**config.mk**
```make
export PLATFORM = sky130hd
export DESIGN_NAME = mmio_uart_tx
export DESIGN_NICKNAME = d
export VERILOG_FILES = /design/src/rtl/mmio_uart_tx_pkg.sv /design/src/rtl/mmio_uart_tx_sync_fifo.sv /design/src/rtl/mmio_uart_tx.sv
export SDC_FILE = /design/constraint.sdc
export NUM_CORES = 1
export LEC_CHECK = 0
export CORE_MARGIN = 4
export CORE_UTILIZATION = 56
export DETAILED_ROUTE_END_ITERATION = 8
export MAX_ROUTING_LAYER = met4
export PLACE_DENSITY = 0.78
export SYNTH_ARGS = -nofsm -noshare
export SYNTH_HDL_FRONTEND = slang
export SYNTH_HIERARCHICAL = 1
export SYNTH_SLANG_ARGS = --single-unit
```
**constraint.sdc**
```tcl
create_clock -name clk -period 4.6 [get_ports clk]
set_input_delay 0.92 -clock clk [delete_from_list [all_inputs] [get_ports clk]]
set_output_delay 0.92 -clock clk [all_outputs]
set_load 0.005 [all_outputs]
```
**src/rtl/mmio_uart_tx_pkg.sv**
```systemverilog
// Shared definitions for the memory-mapped UART transmitter.
// Holds the register offsets, STATUS bit positions and FSM state encodings.
package mmio_uart_tx_pkg;

    localparam logic [11:0] OFF_TXDATA = 12'h800;
    localparam logic [11:0] OFF_STATUS = 12'h804;
    localparam logic [11:0] OFF_DIV    = 12'h808;
    localparam logic [11:0] OFF_OVFCLR = 12'h80C;
    localparam logic [11:0] OFF_HALT   = 12'hFFC;

    localparam int ST_FULL    = 0;
    localparam int ST_EMPTY   = 1;
    localparam int ST_BUSY    = 2;
    localparam int ST_OVF     = 3;
    localparam int ST_CNT_LSB = 4;

    typedef enum logic [1:0] {
        S_IDLE  = 2'd0,
        S_START = 2'd1,
        S_DATA  = 2'd2,
        S_STOP  = 2'd3
    } tx_state_t;

    // A zero divisor would stall the bit counter, so it behaves as one clock per bit.
    function automatic logic [15:0] eff_div(input logic [15:0] d);
        return (d == 16'd0) ? 16'd1 : d;
    endfunction

endpackage

```
**src/rtl/mmio_uart_tx_sync_fifo.sv**
```systemverilog
// Byte-wide synchronous FIFO feeding the UART transmitter.
// The head entry is readable combinationally so the transmitter can latch it on the pop edge.
module sync_fifo #(
    parameter int DEPTH = 8,
    parameter int AW    = $clog2(DEPTH)
) (
    input  logic          clk,
    input  logic          resetn,
    input  logic          push,
    input  logic [7:0]    wdata,
    input  logic          pop,
    output logic [7:0]    rdata,
    output logic          full,
    output logic          empty,
    output logic [AW:0]   count
);

    logic [7:0]    mem [DEPTH];
    logic [AW-1:0] wr_ptr_reg;
    logic [AW-1:0] rd_ptr_reg;
    logic [AW:0]   count_reg;
    logic          push_ok;
    logic          pop_ok;

    // Fullness is judged on the pre-pop count, so a push into a full FIFO is lost even when a pop happens.
    assign full    = (count_reg == (AW + 1)'(DEPTH));
    assign empty   = (count_reg == '0);
    assign count   = count_reg;
    assign push_ok = push && !full;
    assign pop_ok  = pop && !empty;
    assign rdata   = mem[rd_ptr_reg];

    always_ff @(posedge clk) begin
        if (push_ok) begin
            mem[wr_ptr_reg] <= wdata;
        end
    end

    always_ff @(posedge clk or negedge resetn) begin
        if (!resetn) begin
            wr_ptr_reg <= '0;
            rd_ptr_reg <= '0;
            count_reg  <= '0;
        end else begin
            if (push_ok) wr_ptr_reg <= wr_ptr_reg + 1'b1;
            if (pop_ok)  rd_ptr_reg <= rd_ptr_reg + 1'b1;
            case ({push_ok, pop_ok})
                2'b10:   count_reg <= count_reg + 1'b1;
                2'b01:   count_reg <= count_reg - 1'b1;
                default: count_reg <= count_reg;
            endcase
        end
    end

endmodule

```
**src/rtl/mmio_uart_tx.sv**
```systemverilog
// Memory-mapped 8N1 UART transmitter with a TX FIFO, programmable baud divisor and halt flag.
// Decodes the 0x800-0xFFF window; reads return registered data one cycle later.
module mmio_uart_tx
    import mmio_uart_tx_pkg::*;
#(
    parameter int FIFO_DEPTH = 8,
    parameter int DIV_RESET  = 16
) (
    input  logic        clk,
    input  logic        resetn,
    input  logic [31:0] address,
    input  logic [31:0] data_in,
    input  logic        we,
    output logic [31:0] data_out,
    output logic        sel,
    output logic        txd,
    output logic        halt
);

    localparam int AW = $clog2(FIFO_DEPTH);

    tx_state_t   state_reg, state_next;
    logic [15:0] div_reg;
    logic [15:0] period_reg;
    logic [15:0] cnt_reg;
    logic [2:0]  bit_idx_reg;
    logic [7:0]  byte_reg;
    logic        overflow_reg;
    logic        busy;
    logic        fifo_pop;
    logic        fifo_full;
    logic        fifo_empty;
    logic [7:0]  fifo_rdata;
    logic [AW:0] fifo_count;
    logic [4:0]  count5;
    logic [11:0] offset;
    logic        wr_en;
    logic        push_req;
    logic [15:0] div_load;
    logic [31:0] rd_mux;
    logic        unused_bits;

    assign sel         = (address[31:12] == 20'd0) && address[11];
    assign offset      = {address[11:2], 2'b00};
    assign wr_en       = sel && we;
    assign push_req    = wr_en && (offset == OFF_TXDATA);
    assign div_load    = eff_div(div_reg);
    assign count5      = 5'(fifo_count);
    assign unused_bits = ^{data_in[31:16], address[1:0]};

    sync_fifo #(.DEPTH(FIFO_DEPTH)) u_fifo (
        .clk    (clk),
        .resetn (resetn),
        .push   (push_req),
        .wdata  (data_in[7:0]),
        .pop    (fifo_pop),
        .rdata  (fifo_rdata),
        .full   (fifo_full),
        .empty  (fifo_empty),
        .count  (fifo_count)
    );

    always_ff @(posedge clk or negedge resetn) begin
        if (!resetn) state_reg <= S_IDLE;
        else         state_reg <= state_next;
    end

    always_comb begin
        state_next = state_reg;
        case (state_reg)
            S_IDLE:  if (!fifo_empty) state_next = S_START;
            S_START: if (cnt_reg == 16'd0) state_next = S_DATA;
            S_DATA:  if (cnt_reg == 16'd0 && bit_idx_reg == 3'd7) state_next = S_STOP;
            S_STOP:  if (cnt_reg == 16'd0) state_next = fifo_empty ? S_IDLE : S_START;
            default: state_next = S_IDLE;
        endcase
    end

    always_comb begin
        txd      = 1'b1;
        busy     = (state_reg != S_IDLE);
        fifo_pop = !fifo_empty &&
                   ((state_reg == S_IDLE) || (state_reg == S_STOP && cnt_reg == 16'd0));
        case (state_reg)
            S_START: txd = 1'b0;
            S_DATA:  txd = byte_reg[bit_idx_reg];
            default: txd = 1'b1;
        endcase
    end

    // The divisor is sampled only when a byte is popped, so DIV writes take effect from the next frame.
    always_ff @(posedge clk or negedge resetn) begin
        if (!resetn) begin
            byte_reg    <= 8'd0;
            period_reg  <= 16'd0;
            cnt_reg     <= 16'd0;
            bit_idx_reg <= 3'd0;
        end else if (fifo_pop) begin
            byte_reg    <= fifo_rdata;
            period_reg  <= div_load;
            cnt_reg     <= div_load - 16'd1;
            bit_idx_reg <= 3'd0;
        end else if (state_reg != S_IDLE) begin
            if (cnt_reg == 16'd0) begin
                cnt_reg <= (state_next == S_IDLE) ? 16'd0 : period_reg - 16'd1;
                if (state_reg == S_DATA) bit_idx_reg <= bit_idx_reg + 3'd1;
            end else begin
                cnt_reg <= cnt_reg - 16'd1;
            end
        end
    end

    always_comb begin
        rd_mux = 32'd0;
        case (offset)
            OFF_STATUS: begin
                rd_mux[ST_FULL]            = fifo_full;
                rd_mux[ST_EMPTY]           = fifo_empty;
                rd_mux[ST_BUSY]            = busy;
                rd_mux[ST_OVF]             = overflow_reg;
                rd_mux[ST_CNT_LSB +: 5]    = count5;
            end
            OFF_DIV: rd_mux = {16'd0, div_reg};
            default: rd_mux = 32'd0;
        endcase
    end

    // A dropped push in the same cycle as an OVFCLR write keeps the flag set.
    always_ff @(posedge clk or negedge resetn) begin
        if (!resetn) begin
            div_reg      <= 16'(DIV_RESET);
            overflow_reg <= 1'b0;
            halt         <= 1'b0;
            data_out     <= 32'd0;
        end else begin
            if (wr_en && offset == OFF_DIV)  div_reg <= data_in[15:0];
            if (wr_en && offset == OFF_HALT) halt    <= 1'b1;
            if (push_req && fifo_full)
                overflow_reg <= 1'b1;
            else if (wr_en && offset == OFF_OVFCLR)
                overflow_reg <= 1'b0;
            data_out <= (sel && !we) ? rd_mux : 32'd0;
        end
    end

endmodule

```
-- Yosys cells after proc, flatten, opt, wreduce, memory -nomap -nowiden
Memories as Yosys holds them, arrays and structs flattened. A register that Yosys moved wholly into a read port is not among the register bits.
Index checks and enable logic that the tools add are counted.
- bits of input ports: 67
- logic and storage cells: 90
- flip-flop bits (word level): 97
- output and inout bits: 35
- memories kept: 1
- bits in writable memories: 64
- muxes and demuxes: 26
- add/sub/neg operators: 8
- eq/ne operators: 12
- $lt $le $gt $ge: 1
- reduce and logical (&&, ||, !) cells: 31
- memory list (memory ; depth ; bits a word ; rd ports ; clocked after memory_dff ; wr ports ; line ; RTL):
    u_fifo.mem ; 8 ; 8 ; 1 ; 1 ; 1 ; mmio_uart_tx_sync_fifo.sv:18 ; logic [7:0] mem [DEPTH];
- operators by type and width (kind ; count):
    $mux 16 ; 5
    $eq 10x10->1 const B ; 5
    $sub 16x1->16 const B ; 3
    $logic_not 16->1 ; 2
    $mux 32 ; 1
    $logic_not 20->1 ; 1
    $pmux 9 s2 ; 1
    $logic_and 1x1->1 ; 13
    $mux 3 ; 4
    $reduce_bool 2->1 ; 6
    $add 3x1->3 const B ; 3
    $mux 2 ; 4
    $pmux 2 s4 ; 1
    $pmux 4 s2 ; 1
    $mux 7 ; 1
    $eq 2x2->1 const B ; 3
    $mux 1 ; 6
    $add 4x1->4 const B ; 1
    $eq 2x1->1 const B ; 2
    $eq 4x4->1 const B ; 1
    $logic_not 1->1 ; 4
    $logic_not 2->1 ; 2
    $logic_not 4->1 ; 1
    $lt 3x4->1 const B ; 1
    6 further kinds ; 6

-- Logic depth before layout (Yosys ltp)
- depth after elaboration: 9
- gate-level depth with buffers: 14
- gate-level depth less buffers: 13

-- Cells and area by module
The synthesis kept the hierarchy.
- by module, submodules not included (module ; area each (um^2) ; cells each ; times used):
    mmio_uart_tx ; 4569.4 ; 489 ; 1
    sync_fifo ; 3134.3 ; 160 ; 1

-- Worst setup path after synthesis
Ideal clock, no wire load.
- path type: in2reg
- start point: in address[25]
- end point: reg u_fifo.count_reg[3] (netlist: u_fifo/count[3])
- data arrival time: 3.811 ns
- slack: 0.655 ns
- buffers on the path: 0
- library setup time: 0.134 ns
- stages: 11
- path through: nor4_1 nand3_1 nor2_1 and2_1 nor4b_1 nand2_2 ha_1 ha_1 or4b_2 o311ai_0 o211ai_1
- longest elaborated chain between the ends: 7
- elaborated cells between the ends (all ways): 9
- RTL lines (what ; line ; RTL):
    start: declaration ; mmio_uart_tx.sv:11 ; input logic [31:0] address,
    $logic_not 20->1 * ; mmio_uart_tx.sv:43 ; assign sel = (address[31:12] == 20'd0) && address[11];
    $logic_and 1x1->1 * ; mmio_uart_tx.sv:43 ;
    via sel ; mmio_uart_tx.sv:15 ; output logic sel,
    $logic_and 1x1->1 * ; mmio_uart_tx.sv:45 ; assign wr_en = sel && we;
    $logic_and 1x1->1 * ; mmio_uart_tx.sv:46 ; assign push_req = wr_en && (offset == OFF_TXDATA);
    via push_req ; mmio_uart_tx.sv:38 ; logic push_req;
    $logic_and 1x1->1 * ; mmio_uart_tx_sync_fifo.sv:29 ; assign push_ok = push && !full;
    $eq 2x1->1 or $eq 2x2->1 (tied branches) ; mmio_uart_tx_sync_fifo.sv:47 ; case ({push_ok, pop_ok})
    $pmux 4 s2 or $reduce_bool 2->1 (tied branches) ; n/a ;
    end signal: assignment ; mmio_uart_tx_sync_fifo.sv:48 ; 2'b10: count_reg <= count_reg + 1'b1;
    end signal: assignment ; mmio_uart_tx_sync_fifo.sv:49 ; 2'b01: count_reg <= count_reg - 1'b1;
    end signal: assignment ; mmio_uart_tx_sync_fifo.sv:50 ; default: count_reg <= count_reg;
    end: declaration ; mmio_uart_tx_sync_fifo.sv:21 ; logic [AW:0] count_reg;
The timed path passes the listed nets; every way through them passes the cells marked *.
A chain may end at the register's enable or synchronous reset.

-- Worst setup path after layout
- start point: in address[17]
- end point: reg u_fifo.count_reg[3] (netlist: u_fifo/count[3])
- longest elaborated chain between the ends: 7
- elaborated cells between the ends (all ways): 9
- RTL lines (what ; line):
    $logic_not 20->1 * ; mmio_uart_tx.sv:43
    $logic_and 1x1->1 * ; mmio_uart_tx.sv:43
    $logic_and 1x1->1 * ; mmio_uart_tx.sv:45
    $logic_and 1x1->1 * ; mmio_uart_tx.sv:46
    via push_req ; mmio_uart_tx.sv:38
    $logic_and 1x1->1 * ; mmio_uart_tx_sync_fifo.sv:29
    $eq 2x1->1 or $eq 2x2->1 (tied branches) ; mmio_uart_tx_sync_fifo.sv:47
    $pmux 4 s2 or $reduce_bool 2->1 (tied branches) ; n/a
Marked as above.

==> run metrics <==
f_max 0.2424 GHz; Cells after Synth 649; maximum number of pins on one net before global-route repair 60; commonest cells after routing, fill and taps aside nand2_1 (101), dfrtp_1 (88), clkdlybuf4s50_1 (66); post-route ant nets 0; Clk Latency, worst-skew pair roughly 0.43 ns; first-pass GRT wire length approximately 28000 um; outcome finished clean; initial antenna violation count 0; cell taking the most area after synthesis dfrtp_1; vias after detailed routing roughly 5400; setup TNS 0 ns; Lkg Pwr approximately 3.7 nW; min Tclk post-route 4.126 ns; TritonCTS Sinks 153; RSZ-0062 raised after global routing no; Worst Skew 0.01375 ns; number of port buffers 67; Synth Flop Type dfrtp_1; worst-margin pin slew 0.9552 ns; Routed Wire Length around 18000 um; Yosys top cell area share 28.59%; vias in the first global route between 5000 and 6000; CTS tree built; worst hold margin 0.4703 ns; remaining global-route overflow 0; Post-Place Worst Slack 0.1254 ns; Async S/R FF share, synth 58.17%; Via density 6.008; CTS Buf Count 17; end of the critical path u_fifo/count[3]; EDFF count, synth 64; max_slew headroom between 30% and 40%; Post CTS Setup Buffer Count 0; layout cells sized above 1 12.89%; Crit. End Element register; core area around 13000 um^2; crit path DAT 4.42 ns; Setup WS post-layout 0.4741 ns; R2R Path End u_fifo/count[3]; Hold Vio Cnt, Final 0; # DRC 0; worst hold path type register to register; top cells by area, synth dfrtp_1 (29%), edfxtp_1 (25%), mux4_1 (5.5%); kind of critical path input pin to register; Syn Area/Cell 11.87 um^2; # nets final 795; Iteration-0 DRC Markers 463; Critical Path RT between 4 and 5 ns; Synth-to-Final Area Change 17.09%; yosys warns 6; final period utilization around 90%; CP startpoint address[17]; Reg2Reg Launch Point u_fifo/count[0]; #FFs+latches synth 153; commonest non-fill, non-tap cell in the layout nand2_1; hpwl dp roughly 12000 um; register area share after synthesis 53.87%; Biggest register u_fifo/mem; clock root buffer master clkbuf_16; Tot GR Track Use 23.53%; Post-CTS Hold Buffers 0; R2R cell count 13; post-cts sizing count 0; Die Ht 125.3 um; FF-to-FF setup slack 0.93 ns; Cell Pwr Density 444.0 nW/um^2; VDD IR max 0.3075 mV; drt pass-1 iters 5; Die Width about 130 um; max FFs per register 64; Cell Rows 42; Syn Std Cell Area 7704 um^2; Worst-path clk slew around 0.06 ns; final slew viol count 0; Ports 102; # diodes 0; final setup fails 0; routability cong. 0.9101; CP max FO 9; Setup crit start kind input pin; die area roughly 16000 um^2; htree depth 4; total power 4.005 mW; Max Cap Viol 0; count of cell types in the netlist 75; Wirelength per Cell 19.35 um; Clock Path Buffers 2; Initial Util approximately 58%
-- routing by layer --
metal | vias to the layer above | track usage (%) | share of wire [%]
met3 | 22 | 5.416 | 6.5
met5 | - | - | 0
met1 | 2709 | 31.08 | 42
met2 | 218 | 37.24 | 50
met4 | 0 | 6.186 | 1.4
li1 | 2488 | - | -
-- critical path, cell delays in order --
cell             delay (ns)
clkdlybuf4s50_1        0.41
nor4_1                 0.28
nand3_1                0.15
nor2_1                 0.19
and2_1                 0.21
nor4b_1                0.31
buf_4                  0.20
nand2_2                0.08
ha_1                   0.31
ha_1                   0.38
or4b_2                 0.70
o311ai_0               0.14
o211ai_1               0.14
-- kinds of logic after synthesis --
group,share of synthesized area (%)
buf+inv,4.353
compound gates,8.316
fa+ha+maj,1.884
other cells,0.04868
xor+xnor,4.661
simple gates,16.50
flops,53.87
mux,10.36
-- synthesized netlist by cell type (4+ instances only) --
cell type	n
nor2b_1	4
dfrtp_1	88
ha_1	10
nand3_1	11
buf_2	9
nor4_1	13
o21ai_0	17
mux2i_1	4
xnor2_1	24
clkbuf_1	13
o22ai_1	4
mux4_1	16
mux2_2	26
o21ai_1	5
and2_1	12
buf_4	18
nand2b_1	4
or3_1	4
or4_1	8
a22o_1	5
a21oi_1	16
nor2_1	40
edfxtp_1	64
nor3b_1	6
a22oi_1	13
nand2_1	101
nor3_1	11
xor2_1	17
inv_1	12
-- final cells by class --
class,count,area (um^2)
timing repair buffer,79,758.2
inverter,13,48.80
tap,176,220.2
clock buffer,18,429.2
multi-input combinational,453,3281
sequential,153,4150
clock inverter,13,132.6
fill,996,4328
-- per-stage QoR --
stage	cells	utilization, %	instance area, um^2
after global routing	905	67.58	9020
after floorplan	664	-	7760
after detailed placement	874	63.37	8458
after global placement	874	63.37	8458
final	905	67.58	9020
after CTS	905	67.58	9020
-- power breakdown --
group / leakage [nW] / switching [mW] / internal [mW]
clock network: 0.275 / 0.594 / 0.757
registers: 1.78 / 0.0525 / 1.45
logic: 1.69 / 0.717 / 0.433
-- worst min path at each step --
stage,endpoint,start,cells past startpoint
after floorplan,byte_reg[2],byte_reg[2],2
after global placement,halt,halt,1
after detailed placement,halt,halt,1
after CTS,halt,halt,1
after global routing,byte_reg[1],byte_reg[1],2
final,halt,halt,1
(Power assumes the default switching activity.)
